### src/rtl/adbg_burst_crc_rx_pkg.sv
// adbg_burst_crc_rx_pkg: shared state encoding and CRC constants for the burst CRC receiver.
package adbg_burst_crc_rx_pkg;
    localparam int CRC_WIDTH = 32;
    localparam logic [CRC_WIDTH-1:0] CRC_INIT = 32'hFFFF_FFFF;
    typedef enum logic [2:0] {
        ST_IDLE  = 3'd0,
        ST_CLR   = 3'd1,
        ST_DATA  = 3'd2,
        ST_CHECK = 3'd3,
        ST_DONE  = 3'd4
    } state_t;
endpackage

### src/rtl/adbg_burst_crc_rx_if.sv
// adbg_burst_crc_rx_if: host/TAP-side control, serial bit stream, CRC engine hookup and results.
// master: drives start/burst_len/abort/bit_valid/bit_in/crc_serial_in; slave: the receiver.
interface adbg_burst_crc_rx_if
    import adbg_burst_crc_rx_pkg::*;
#(
    parameter int WORD_WIDTH = 32,
    parameter int LEN_WIDTH  = 16
);
    logic                  start;
    logic [LEN_WIDTH-1:0]  burst_len;
    logic                  abort;
    logic                  bit_valid;
    logic                  bit_in;
    logic                  crc_data;
    logic                  crc_enable;
    logic                  crc_shift;
    logic                  crc_clr;
    logic                  crc_serial_in;
    logic [WORD_WIDTH-1:0] word_out;
    logic                  word_valid;
    logic                  busy;
    logic                  done;
    logic                  crc_ok;
    logic [CRC_WIDTH-1:0]  rx_crc;

    modport master (
        output start, burst_len, abort, bit_valid, bit_in, crc_serial_in,
        input  crc_data, crc_enable, crc_shift, crc_clr, word_out, word_valid, busy, done, crc_ok, rx_crc
    );
    modport slave (
        input  start, burst_len, abort, bit_valid, bit_in, crc_serial_in,
        output crc_data, crc_enable, crc_shift, crc_clr, word_out, word_valid, busy, done, crc_ok, rx_crc
    );
endinterface

### src/rtl/adbg_bit_deser.sv
// adbg_bit_deser: LSB-first serial-to-parallel word builder with bit counter.
// clk/rst: clock, sync active-high reset; clr: restart bit counter; en/bit_in: valid serial bit;
// word_out/word_valid: completed word and its one-cycle pulse; last_bit: counter sits on the final bit.
module adbg_bit_deser #(
    parameter int WORD_WIDTH = 32
) (
    input  logic                  clk,
    input  logic                  rst,
    input  logic                  clr,
    input  logic                  en,
    input  logic                  bit_in,
    output logic [WORD_WIDTH-1:0] word_out,
    output logic                  word_valid,
    output logic                  last_bit
);
    localparam int CW = $clog2(WORD_WIDTH);

    logic [CW-1:0]         cnt_q, cnt_d;
    logic [WORD_WIDTH-1:0] sr_q, sr_d, word_q, word_d;
    logic                  vld_q, vld_d;

    // New bits enter at the MSB so the first bit of a word ends up at bit 0.
    always_comb begin
        last_bit = cnt_q == CW'(WORD_WIDTH - 1);
        sr_d     = en ? {bit_in, sr_q[WORD_WIDTH-1:1]} : sr_q;
        cnt_d    = clr ? '0 : en ? (last_bit ? '0 : cnt_q + CW'(1)) : cnt_q;
        vld_d    = en && last_bit;
        word_d   = vld_d ? sr_d : word_q;
    end

    always_ff @(posedge clk) begin
        if (rst) begin
            cnt_q  <= '0;
            sr_q   <= '0;
            word_q <= '0;
            vld_q  <= 1'b0;
        end else begin
            cnt_q  <= cnt_d;
            sr_q   <= sr_d;
            word_q <= word_d;
            vld_q  <= vld_d;
        end
    end

    assign word_out   = word_q;
    assign word_valid = vld_q;
endmodule

### src/rtl/adbg_burst_crc_rx.sv
// adbg_burst_crc_rx: burst-write serial receiver that feeds the debug CRC32 engine and checks the trailer.
// clk/rst: clock, sync active-high reset; bus (slave): start/burst_len/abort control, bit_valid/bit_in
// stream, crc_data/enable/shift/clr to the engine, crc_serial_in back, word_out/word_valid, busy, done,
// crc_ok, rx_crc. Define ADBG_BURST_CRC_CAPTURE_EN to capture the received trailer into rx_crc.
module adbg_burst_crc_rx
    import adbg_burst_crc_rx_pkg::*;
#(
    parameter int WORD_WIDTH = 32,
    parameter int LEN_WIDTH  = 16
) (
    input  logic                clk,
    input  logic                rst,
    adbg_burst_crc_rx_if.slave  bus
);
    state_t                state_q, state_d;
    logic [LEN_WIDTH-1:0]  len_q, len_d;
    logic [4:0]            chk_q, chk_d;
    logic                  mis_q, mis_d, ok_q, ok_d;
    logic                  in_idle, in_clr, in_data, in_check, start_hit;
    logic                  deser_en, bit_last, word_end, chk_bit, chk_end, bit_mis;
    logic [WORD_WIDTH-1:0] deser_word;
    logic                  deser_valid;
    logic [CRC_WIDTH-1:0]  rx_crc;

    assign in_idle   = state_q == ST_IDLE;
    assign in_clr    = state_q == ST_CLR;
    assign in_data   = state_q == ST_DATA;
    assign in_check  = state_q == ST_CHECK;
    assign start_hit = in_idle && bus.start;
    assign deser_en  = in_data && bus.bit_valid;
    assign word_end  = deser_en && bit_last;
    assign chk_bit   = in_check && bus.bit_valid;
    assign chk_end   = chk_bit && chk_q == 5'd31;
    assign bit_mis   = bus.bit_in ^ bus.crc_serial_in;

    adbg_bit_deser #(.WORD_WIDTH(WORD_WIDTH)) u_deser (
        .clk        (clk),
        .rst        (rst),
        .clr        (in_clr),
        .en         (deser_en),
        .bit_in     (bus.bit_in),
        .word_out   (deser_word),
        .word_valid (deser_valid),
        .last_bit   (bit_last)
    );

    always_ff @(posedge clk) begin
        if (rst) begin
            state_q <= ST_IDLE;
            len_q   <= '0;
            chk_q   <= '0;
            mis_q   <= 1'b0;
            ok_q    <= 1'b0;
        end else begin
            state_q <= state_d;
            len_q   <= len_d;
            chk_q   <= chk_d;
            mis_q   <= mis_d;
            ok_q    <= ok_d;
        end
    end

    always_comb begin
        state_d = state_q;
        case (state_q)
            ST_IDLE:  state_d = bus.start ? ST_CLR : ST_IDLE;
            ST_CLR:   state_d = bus.abort ? ST_IDLE : (len_q != '0 ? ST_DATA : ST_CHECK);
            ST_DATA:  state_d = bus.abort ? ST_IDLE : (word_end && len_q == LEN_WIDTH'(1)) ? ST_CHECK : ST_DATA;
            ST_CHECK: state_d = bus.abort ? ST_IDLE : chk_end ? ST_DONE : ST_CHECK;
            default:  state_d = ST_IDLE;
        endcase
    end

    // crc_ok is resolved on entry to DONE (including the 32nd bit) so it is valid alongside done.
    always_comb begin
        len_d = start_hit ? bus.burst_len : word_end ? len_q - LEN_WIDTH'(1) : len_q;
        chk_d = start_hit ? '0 : chk_bit ? chk_q + 5'd1 : chk_q;
        mis_d = start_hit ? 1'b0 : chk_bit ? (mis_q | bit_mis) : mis_q;
        ok_d  = start_hit ? 1'b0 : (chk_end && !bus.abort) ? !(mis_q | bit_mis) : ok_q;
    end

`ifdef ADBG_BURST_CRC_CAPTURE_EN
    logic [CRC_WIDTH-1:0] rx_q, rx_d;
    always_comb rx_d = start_hit ? '0 : chk_bit ? {bus.bit_in, rx_q[CRC_WIDTH-1:1]} : rx_q;
    always_ff @(posedge clk) rx_q <= rst ? '0 : rx_d;
    assign rx_crc = rx_q;
`else
    assign rx_crc = '0;
`endif

    always_comb begin
        bus.busy       = !in_idle;
        bus.done       = state_q == ST_DONE;
        bus.crc_clr    = in_clr;
        bus.crc_data   = in_data && bus.bit_in;
        bus.crc_enable = deser_en;
        bus.crc_shift  = chk_bit;
        bus.word_out   = deser_word;
        bus.word_valid = deser_valid;
        bus.crc_ok     = ok_q;
        bus.rx_crc     = rx_crc;
    end
endmodule

### src/flat_wrapper.sv
// flat-port wrapper written by rule: the top's interface ports become plain ports
module adbg_burst_crc_rx_flat import adbg_burst_crc_rx_pkg::*;
#(
    parameter int WORD_WIDTH = 32,
    parameter int LEN_WIDTH  = 16
)
  (clk, rst, bus_start, bus_burst_len, bus_abort, bus_bit_valid, bus_bit_in, bus_crc_serial_in, bus_crc_data, bus_crc_enable, bus_crc_shift, bus_crc_clr, bus_word_out, bus_word_valid, bus_busy, bus_done, bus_crc_ok, bus_rx_crc);
  adbg_burst_crc_rx_if #(.WORD_WIDTH(WORD_WIDTH), .LEN_WIDTH(LEN_WIDTH)) bus_i ();
  input  logic clk;
  input  logic rst;
  input wire logic [$bits(bus_i.start)-1:0] bus_start;
  input wire logic [$bits(bus_i.burst_len)-1:0] bus_burst_len;
  input wire logic [$bits(bus_i.abort)-1:0] bus_abort;
  input wire logic [$bits(bus_i.bit_valid)-1:0] bus_bit_valid;
  input wire logic [$bits(bus_i.bit_in)-1:0] bus_bit_in;
  input wire logic [$bits(bus_i.crc_serial_in)-1:0] bus_crc_serial_in;
  output wire logic [$bits(bus_i.crc_data)-1:0] bus_crc_data;
  output wire logic [$bits(bus_i.crc_enable)-1:0] bus_crc_enable;
  output wire logic [$bits(bus_i.crc_shift)-1:0] bus_crc_shift;
  output wire logic [$bits(bus_i.crc_clr)-1:0] bus_crc_clr;
  output wire logic [$bits(bus_i.word_out)-1:0] bus_word_out;
  output wire logic [$bits(bus_i.word_valid)-1:0] bus_word_valid;
  output wire logic [$bits(bus_i.busy)-1:0] bus_busy;
  output wire logic [$bits(bus_i.done)-1:0] bus_done;
  output wire logic [$bits(bus_i.crc_ok)-1:0] bus_crc_ok;
  output wire logic [$bits(bus_i.rx_crc)-1:0] bus_rx_crc;
  assign bus_i.start = bus_start;
  assign bus_i.burst_len = bus_burst_len;
  assign bus_i.abort = bus_abort;
  assign bus_i.bit_valid = bus_bit_valid;
  assign bus_i.bit_in = bus_bit_in;
  assign bus_i.crc_serial_in = bus_crc_serial_in;
  assign bus_crc_data = bus_i.crc_data;
  assign bus_crc_enable = bus_i.crc_enable;
  assign bus_crc_shift = bus_i.crc_shift;
  assign bus_crc_clr = bus_i.crc_clr;
  assign bus_word_out = bus_i.word_out;
  assign bus_word_valid = bus_i.word_valid;
  assign bus_busy = bus_i.busy;
  assign bus_done = bus_i.done;
  assign bus_crc_ok = bus_i.crc_ok;
  assign bus_rx_crc = bus_i.rx_crc;
  adbg_burst_crc_rx #(.WORD_WIDTH(WORD_WIDTH), .LEN_WIDTH(LEN_WIDTH)) u_core (.clk(clk), .rst(rst), .bus(bus_i));
endmodule
### config.mk
export PLATFORM = sky130hd
export DESIGN_NAME = adbg_burst_crc_rx_flat
export DESIGN_NICKNAME = d
export VERILOG_FILES = /design/src/rtl/adbg_burst_crc_rx_pkg.sv /design/src/rtl/adbg_burst_crc_rx_if.sv /design/src/rtl/adbg_bit_deser.sv /design/src/rtl/adbg_burst_crc_rx.sv /design/src/flat_wrapper.sv
export SDC_FILE = /design/constraint.sdc
export NUM_CORES = 1
export LEC_CHECK = 0
export ABC_CLOCK_PERIOD_IN_PS = 2500
export CELL_PAD_IN_SITES_DETAIL_PLACEMENT = 0
export CELL_PAD_IN_SITES_GLOBAL_PLACEMENT = 1
export CORE_MARGIN = 2
export CORE_UTILIZATION = 37
export DETAILED_ROUTE_END_ITERATION = 10
export PLACE_DENSITY = 0.86
export SLEW_MARGIN = 25
export SYNTH_ARGS = -nofsm -noshare
export SYNTH_HDL_FRONTEND = slang
export SYNTH_SLANG_ARGS = --single-unit
### constraint.sdc
create_clock -name clk -period 2.5 [get_ports clk]
set_input_delay 0.375 -clock clk [delete_from_list [all_inputs] [get_ports clk]]
set_output_delay 0.375 -clock clk [all_outputs]
set_load 0.005 [all_outputs]
==> results of run 1 <==
-- registers in the layout (all words and copies together) (netlist names) --
register	flops
u_core.mis_q	1
u_core.u_deser.sr_q	31
u_core.u_deser.word_valid	1
u_core.state_q	3
u_core.u_deser.cnt_q	5
u_core.chk_q	5
u_core.u_deser.word_out	32
u_core.len_q	16
u_core.bus.crc_ok	1
-- through the flow --
stage	worst slack [ps]	utilization
4_1_cts	191	0.465
3_5_place_dp	292	0.440
3_3_place_gp	345	0.440
6_report	237	0.465
5_1_grt	43.0	0.465
2_1_floorplan	505	-
-- power by group through the flow --
stage          Sequential (uW)  Clock, uW  Combinational, uW
6_report                  1570       1290                247
5_1_grt                   1570       1390                275
4_1_cts                   1560       1330                247
3_5_place_dp              1600          0                246
3_3_place_gp              1600          0                242
2_1_floorplan             1590          0                205
-- final cells by class --
class                      instances  area [um^2]
fill                            1071         5850
multi-input combinational        371         1990
sequential                        95         1900
timing repair buffer              74          718
clock buffer                       9          225
tap                              140          175
clock inverter                     7         56.3
inverter                           5         20.0
-- path summary, 6_finish.rpt --
check,from,end,slack [ps],depth (start not counted)
setup / recovery,u_core.state_q[0],bus_crc_clr,240,2
hold / removal,rst,u_core.len_q[1],340,2
setup reg to reg,u_core.u_deser.cnt_q[0],u_core.len_q[7],410,7
hold reg to reg,u_core.u_deser.word_out[7],u_core.u_deser.word_out[7],450,2
-- kinds of logic (layout without fill, tap and decap cells) --
logic type                 Yosys count  count (layout)
adders and majority gates            7               7
muxes                                2               2
xor gates and xnor gates             9               9
buffers and inverters               70              95
other                                1              32
and+or+nand+nor                    210             210
AOI/OAI and AO/OA                  111             111
DFF                                 95              95
-- layout by cell type (no fill, tap or decap), types with 2 or more instances in the layout --
| master | instances |
|---|---|
| sky130_fd_sc_hd__nor3_1 | 3 |
| sky130_fd_sc_hd__o211ai_1 | 6 |
| sky130_fd_sc_hd__nor4_1 | 3 |
| sky130_fd_sc_hd__and3_1 | 2 |
| sky130_fd_sc_hd__nand2_1 | 141 |
| sky130_fd_sc_hd__or4b_1 | 2 |
| sky130_fd_sc_hd__inv_1 | 4 |
| sky130_fd_sc_hd__o2bb2a_1 | 2 |
| sky130_fd_sc_hd__mux2i_1 | 2 |
| sky130_fd_sc_hd__a21oi_1 | 76 |
| sky130_fd_sc_hd__xor2_1 | 5 |
| sky130_fd_sc_hd__inv_6 | 2 |
| sky130_fd_sc_hd__a32oi_1 | 3 |
| sky130_fd_sc_hd__clkinv_2 | 3 |
| sky130_fd_sc_hd__or2_2 | 2 |
| sky130_fd_sc_hd__a31oi_1 | 5 |
| sky130_fd_sc_hd__o311ai_0 | 3 |
| sky130_fd_sc_hd__clkbuf_16 | 9 |
| sky130_fd_sc_hd__nand3_1 | 3 |
| sky130_fd_sc_hd__nor4_4 | 2 |
| sky130_fd_sc_hd__buf_4 | 11 |
| sky130_fd_sc_hd__nand4_1 | 6 |
| sky130_fd_sc_hd__nor2_1 | 17 |
| sky130_fd_sc_hd__or3_1 | 4 |
| sky130_fd_sc_hd__ha_1 | 7 |
| sky130_fd_sc_hd__clkdlybuf4s50_1 | 61 |
| sky130_fd_sc_hd__conb_1 | 32 |
| sky130_fd_sc_hd__xnor2_1 | 4 |
| sky130_fd_sc_hd__nand2b_1 | 4 |
| sky130_fd_sc_hd__or4_1 | 3 |
| sky130_fd_sc_hd__a22oi_1 | 3 |
| sky130_fd_sc_hd__dfxtp_1 | 95 |
| sky130_fd_sc_hd__nor3b_1 | 2 |
| sky130_fd_sc_hd__clkinv_4 | 2 |
-- routing by layer --
layer / up-vias / routed length, um / global-route usage
met5: - / 0 / 0
met4: 0 / 147 / 0.0696
met3: 9 / 463 / 0.0323
met2: 84 / 4260 / 0.250
met1: 1608 / 4140 / 0.204
li1: 1769 / - / -
==> impl_metrics.py, run 1 <==
metrics = {
    "power": {
        "max-vdd-ir-drop_mv": 0.392,
        "fraction_of_power_consumed_by_sequential_logic": 0.504,
        "cell_internal_pwr_uw": 2330,
        "p_comb_frac": 0.080,
        "power.static_leakage_uw": 0.00173,
        "design_power_total_uw": 3110,
        "power_frac_clock": 0.416,
        "power_density_nw_per_um2": 610,
        "p_sw_frac": 0.250,
        "power_switching_uw": 776,
    },
    "cts": {
        "cts_tree": "built",
        "cts-buffers-inserted": 9,
        "clock-sinks": 95,
        "cts.root.buffer_cell": "sky130_fd_sc_hd__clkbuf_16",
        "clk_path_buf_depth": 2,
        "postCtsResizedCells": 0,
        "worst_skew_pair.late_latency_ps": 340,
        "cts_setup_buffers": 0,
        "path_clk_slew_ps": 60,
        "cts_hold_buf": 0,
        "clock_tree.htree_level_count": 3,
    },
    "setup_path": {
        "crit_family": "buffers and inverters",
        "worst-path-max-fanout": 10,
        "critical_path_class": "flop to output port",
        "setup.worst_path.end_class": "output port",
        "slowest_delay_ps": 590,
        "cp_bufs_invs": 1,
        "worstSetupStartpointType": "flop",
        "crit_slowest_cell": "sky130_fd_sc_hd__clkdlybuf4s50_1",
        "timing.critical_path.arrival_ps": 1890,
        "cp.required_ps": 2120,
        "critical_path_cell_sequence": "nor3b_1 -> clkdlybuf4s50_1",
    },
    "job": {
        "drv.max_cap_violation_count": 0,
    },
    "placement": {
        "placed_area_um2": 4810,
        "place_congestion": 0.795,
        "portBuffers": 62,
        "dp.cells": 685,
        "detailedPlacementHpwl_um": 6160,
    },
    "sta": {
        "timing.final.crit_share": 0.905,
        "timing_worst_slew_pin_value_ps": 585,
        "timing.clock.skew_ps": 5.84,
        "relSlewSlack": 0.600,
        "fin_tns_setup_ps": 0,
        "clock.fmax_ghz": 0.442,
        "final_max_slew_viol_count": 0,
        "grt_setup_unrepaired": "no",
        "timing.hold.ws_ps": 342,
        "final_hold_viol_count": 0,
        "timing.final.crit_period_ps": 2260,
        "setup_viol": 0,
    },
    "min_path": {
        "timing.hold.worst.class": "input port to flop",
    },
    "run_status": {
        "outcome": "completed",
    },
    "logic_synthesis": {
        "mappedNetlistArea_um2": 4180,
        "synth_sequential_area_ratio": 0.455,
        "synthXorXnorAreaFrac": 0.0189,
        "async_flop_share": 0,
        "synthesis.instances": 505,
        "synth-adder-area-share": 0.0210,
        "synth_cell_type_count": 62,
        "yosysMostFrequentCell": "sky130_fd_sc_hd__nand2_1",
        "flip_flop_cell_with_the_highest_count_after_synthesis": "sky130_fd_sc_hd__dfxtp_1",
        "synth-seq-cells": 95,
        "dominant_combinational_cell_family_by_area_after_synthesis": "simple AND/OR/NAND/NOR gates",
        "synth_top_cell_by_area": "sky130_fd_sc_hd__dfxtp_1",
        "synth.area.top_cells": "sky130_fd_sc_hd__dfxtp_1, sky130_fd_sc_hd__nand2_1, sky130_fd_sc_hd__a21oi_1",
        "synth_edf_count": 0,
        "synth_warnings": 0,
        "yosys.area_share.simple": 0.245,
        "yosys-mux-area-fraction": 0.00479,
        "yosysTopAreaCellShare": 0.455,
        "synth-compound-area-share": 0.158,
        "post_synth.cell_area_avg_um2": 8.28,
        "ys_top_cells_by_count": "sky130_fd_sc_hd__nand2_1, sky130_fd_sc_hd__dfxtp_1, sky130_fd_sc_hd__a21oi_1",
    },
    "final_layout": {
        "antenna_cells_inserted": 0,
        "nets": 586,
        "drive_above_1_share": 0.0802,
        "final_cell_count_no_fill": 701,
        "postLayoutCellArea_um2": 5090,
        "areaGrowthSynthToFinish_pct": 21.8,
    },
    "drt": {
        "drt_wl_total_um": 9010,
        "routed-via-count": 3470,
        "routed_length_per_instance_um": 12.9,
        "total_drc_errors_in_the_routed_layout": 0,
        "detailedRoute.firstIterationViolations": 161,
        "ant_nets": 0,
        "post_drt_via_cell_ratio": 4.95,
        "drtPass1Iterations": 4,
    },
    "grt": {
        "antenna_found_initial": 0,
        "globalRouteTotalUtil": 0.156,
        "grt_pass1_wl_um": 14900,
        "global_route.overflow_total": 0,
        "via_count_of_the_first_global_routing_pass": 3151,
        "pin_count_of_the_biggest_net_entering_global_routing": 43,
    },
    "die": {
        "die_h_um": 110,
        "num_io_pins": 95,
        "core_um2": 10900,
        "fp.dieW_um": 110,
        "floorplan.initialDensity": 0.382,
        "die_area_um2": 12200,
        "core.rowCount": 38,
    },
}
No activity file was read; power rests on OpenSTA's default activity.
==> inputs of run 2 (changes only) <==
--- a/config.mk
+++ b/config.mk
@@ -8,7 +8,7 @@
 export ABC_CLOCK_PERIOD_IN_PS = 2500
 export CELL_PAD_IN_SITES_DETAIL_PLACEMENT = 0
 export CELL_PAD_IN_SITES_GLOBAL_PLACEMENT = 1
-export CORE_MARGIN = 2
+export CORE_MARGIN = 5
 export CORE_UTILIZATION = 37
 export DETAILED_ROUTE_END_ITERATION = 10
 export PLACE_DENSITY = 0.86
==> run 2 against run 1 <==
Global-route usage shrank 1.3 points. Register-to-register slack got worse by 180 ps. Die area rose by 11%. Sequential power is essentially flat. Worst hold slack got worse by 17 ps. Sequential share of layout area down 0.32 points. Highest routed layer unchanged. Cell count is 0.14% higher. Non-clock buffer count increased by 1. Largest cell class unchanged.
==> impl_metrics.py, run 2 (synthesis results as in run 1) <==
metrics = {
    "run_status": {
        "outcome": "completed",
    },
    "final_layout": {
        "antenna_cells_inserted": 0,
        "areaGrowthSynthToFinish_pct": 22.8,
        "drive_above_1_share": 0.0819,
        "largest_register_ff_count": 32,
        "nets": 587,
        "final_common_cell": "sky130_fd_sc_hd__nand2_1",
        "layout.cells.most_common_list": "sky130_fd_sc_hd__nand2_1, sky130_fd_sc_hd__dfxtp_1, sky130_fd_sc_hd__a21oi_1",
        "final_cell_count_no_fill": 702,
    },
    "grt": {
        "via_count_of_the_first_global_routing_pass": 3362,
        "globalRouteTotalUtil": 0.143,
        "global_route.overflow_total": 0,
        "grtUsageMet3": 0.0228,
        "global_route.usage.met1": 0.181,
        "pin_count_of_the_biggest_net_entering_global_routing": 42,
        "antenna_found_initial": 0,
        "grt_pass1_wl_um": 15700,
        "grt_busiest_layer": "met2",
        "global_route.usage.met2": 0.245,
    },
    "die": {
        "die_h_um": 116,
        "fp.dieW_um": 116,
        "core.rowCount": 38,
        "core_um2": 10900,
        "die_area_um2": 13500,
        "floorplan.initialDensity": 0.382,
        "num_io_pins": 95,
    },
    "placement": {
        "portBuffers": 62,
        "place_congestion": 0.780,
        "dp.cells": 686,
        "detailedPlacementHpwl_um": 6670,
    },
    "sta": {
        "timing.clock.skew_ps": 6.76,
        "setup_viol": 0,
        "timing.final.crit_period_ps": 2290,
        "final_hold_viol_count": 0,
        "grt_setup_unrepaired": "no",
        "final_max_slew_viol_count": 0,
        "timing_worst_slew_pin_value_ps": 614,
        "timing.final.crit_share": 0.916,
        "clock.fmax_ghz": 0.437,
        "fin_tns_setup_ps": 0,
        "relSlewSlack": 0.580,
    },
    "setup_path": {
        "critical_path_class": "flop to output port",
        "worstSetupStartpointType": "flop",
        "worst-path-max-fanout": 10,
        "cp.required_ps": 2120,
        "timing.critical_path.arrival_ps": 1920,
        "reg2reg_slack_ps": 230,
        "setup.worst_path.end_class": "output port",
    },
    "job": {
        "drv.max_cap_violation_count": 0,
    },
    "min_path": {
        "timing.hold.worst.class": "input port to flop",
    },
    "cts": {
        "clock_tree.htree_level_count": 3,
        "cts.root.buffer_cell": "sky130_fd_sc_hd__clkbuf_16",
        "cts_setup_buffers": 0,
        "cts_hold_buf": 0,
        "cts-buffers-inserted": 9,
        "clock-sinks": 95,
        "path_clk_slew_ps": 70,
        "cts_tree": "built",
        "postCtsResizedCells": 0,
        "worst_skew_pair.late_latency_ps": 340,
        "clk_path_buf_depth": 2,
    },
    "drt": {
        "ant_nets": 0,
        "post_drt_via_cell_ratio": 4.99,
        "drtPass1Iterations": 4,
        "detailedRoute.firstIterationViolations": 157,
        "drt_wl_total_um": 9570,
        "routed-via-count": 3503,
        "total_drc_errors_in_the_routed_layout": 0,
        "routed_length_per_instance_um": 13.6,
    },
    "power": {
        "power.static_leakage_uw": 0.00175,
        "max-vdd-ir-drop_mv": 0.449,
        "power_density_nw_per_um2": 624,
    },
}
-- run 2: cell count changes in the layout (fill, tap and decap cells not counted) --
| cell | delta |
|---|---|
| sky130_fd_sc_hd__buf_12 | +1 |
| sky130_fd_sc_hd__inv_8 | -1 |
| sky130_fd_sc_hd__clkinv_4 | -1 |
| sky130_fd_sc_hd__clkbuf_8 | +1 |
| sky130_fd_sc_hd__bufinv_16 | +1 |
-- run 2: critical path: stages, from the launching register on --
cell	delay, ps
sky130_fd_sc_hd__dfxtp_1	530
sky130_fd_sc_hd__nor3b_1	460
sky130_fd_sc_hd__clkdlybuf4s50_1	600
-- run 2: where the power goes --
group	leakage, uW	switching [uW]	internal, uW
registers	0.000768	31.9	1530
logic	0.000828	142	108
clock network	0.000153	579	808
total	0.00175	753	2450
-- run 2: metrics by stage --
stage / area [um^2] / power (uW) / hold slack [ps] / utilization / setup slack, ps
floorplan: 4300 / 1790 / 430 / - / 505
global placement: 4830 / 1840 / 442 / 0.442 / 335
detailed placement: 4830 / 1850 / 447 / 0.442 / 287
CTS: 5130 / 3230 / 319 / 0.469 / 166
global route: 5130 / 3320 / 347 / 0.469 / 101
finish: 5130 / 3200 / 325 / 0.469 / 209
-- run 2: layout make-up --
type,count,area (um^2)
timing repair buffer,75,738
inverter,5,20.0
fill,1100,5800
tap,140,175
multi-input combinational,371,1990
clock buffer,10,239
sequential,95,1900
clock inverter,6,66.3
-- run 2: worst paths after layout --
path                                                  from                         end  cells after the start
worst max-delay path                     u_core.state_q[0]                 bus_crc_clr                      2
worst min-delay path                                   rst             u_core.len_q[1]                      2
worst max register to register     u_core.u_deser.cnt_q[0]            u_core.len_q[13]                      7
worst min register to register  u_core.u_deser.word_out[2]  u_core.u_deser.word_out[2]                      2
-- run 2: per-layer routing --
layer	part of all wire	routed length [um]
met5	0	0
met4	0.018	173
met3	0.054	515
met2	0.49	4670
met1	0.44	4220
==> inputs of run 3 (changes only) <==
--- a/config.mk
+++ b/config.mk
@@ -10,6 +10,7 @@
 export CELL_PAD_IN_SITES_GLOBAL_PLACEMENT = 1
 export CORE_MARGIN = 5
 export CORE_UTILIZATION = 37
+export CTS_CLUSTER_SIZE = 16
 export DETAILED_ROUTE_END_ITERATION = 10
 export PLACE_DENSITY = 0.86
 export SLEW_MARGIN = 25
==> results of run 3 <==
Final layout, timing and power as in run 2 (identical DEF).
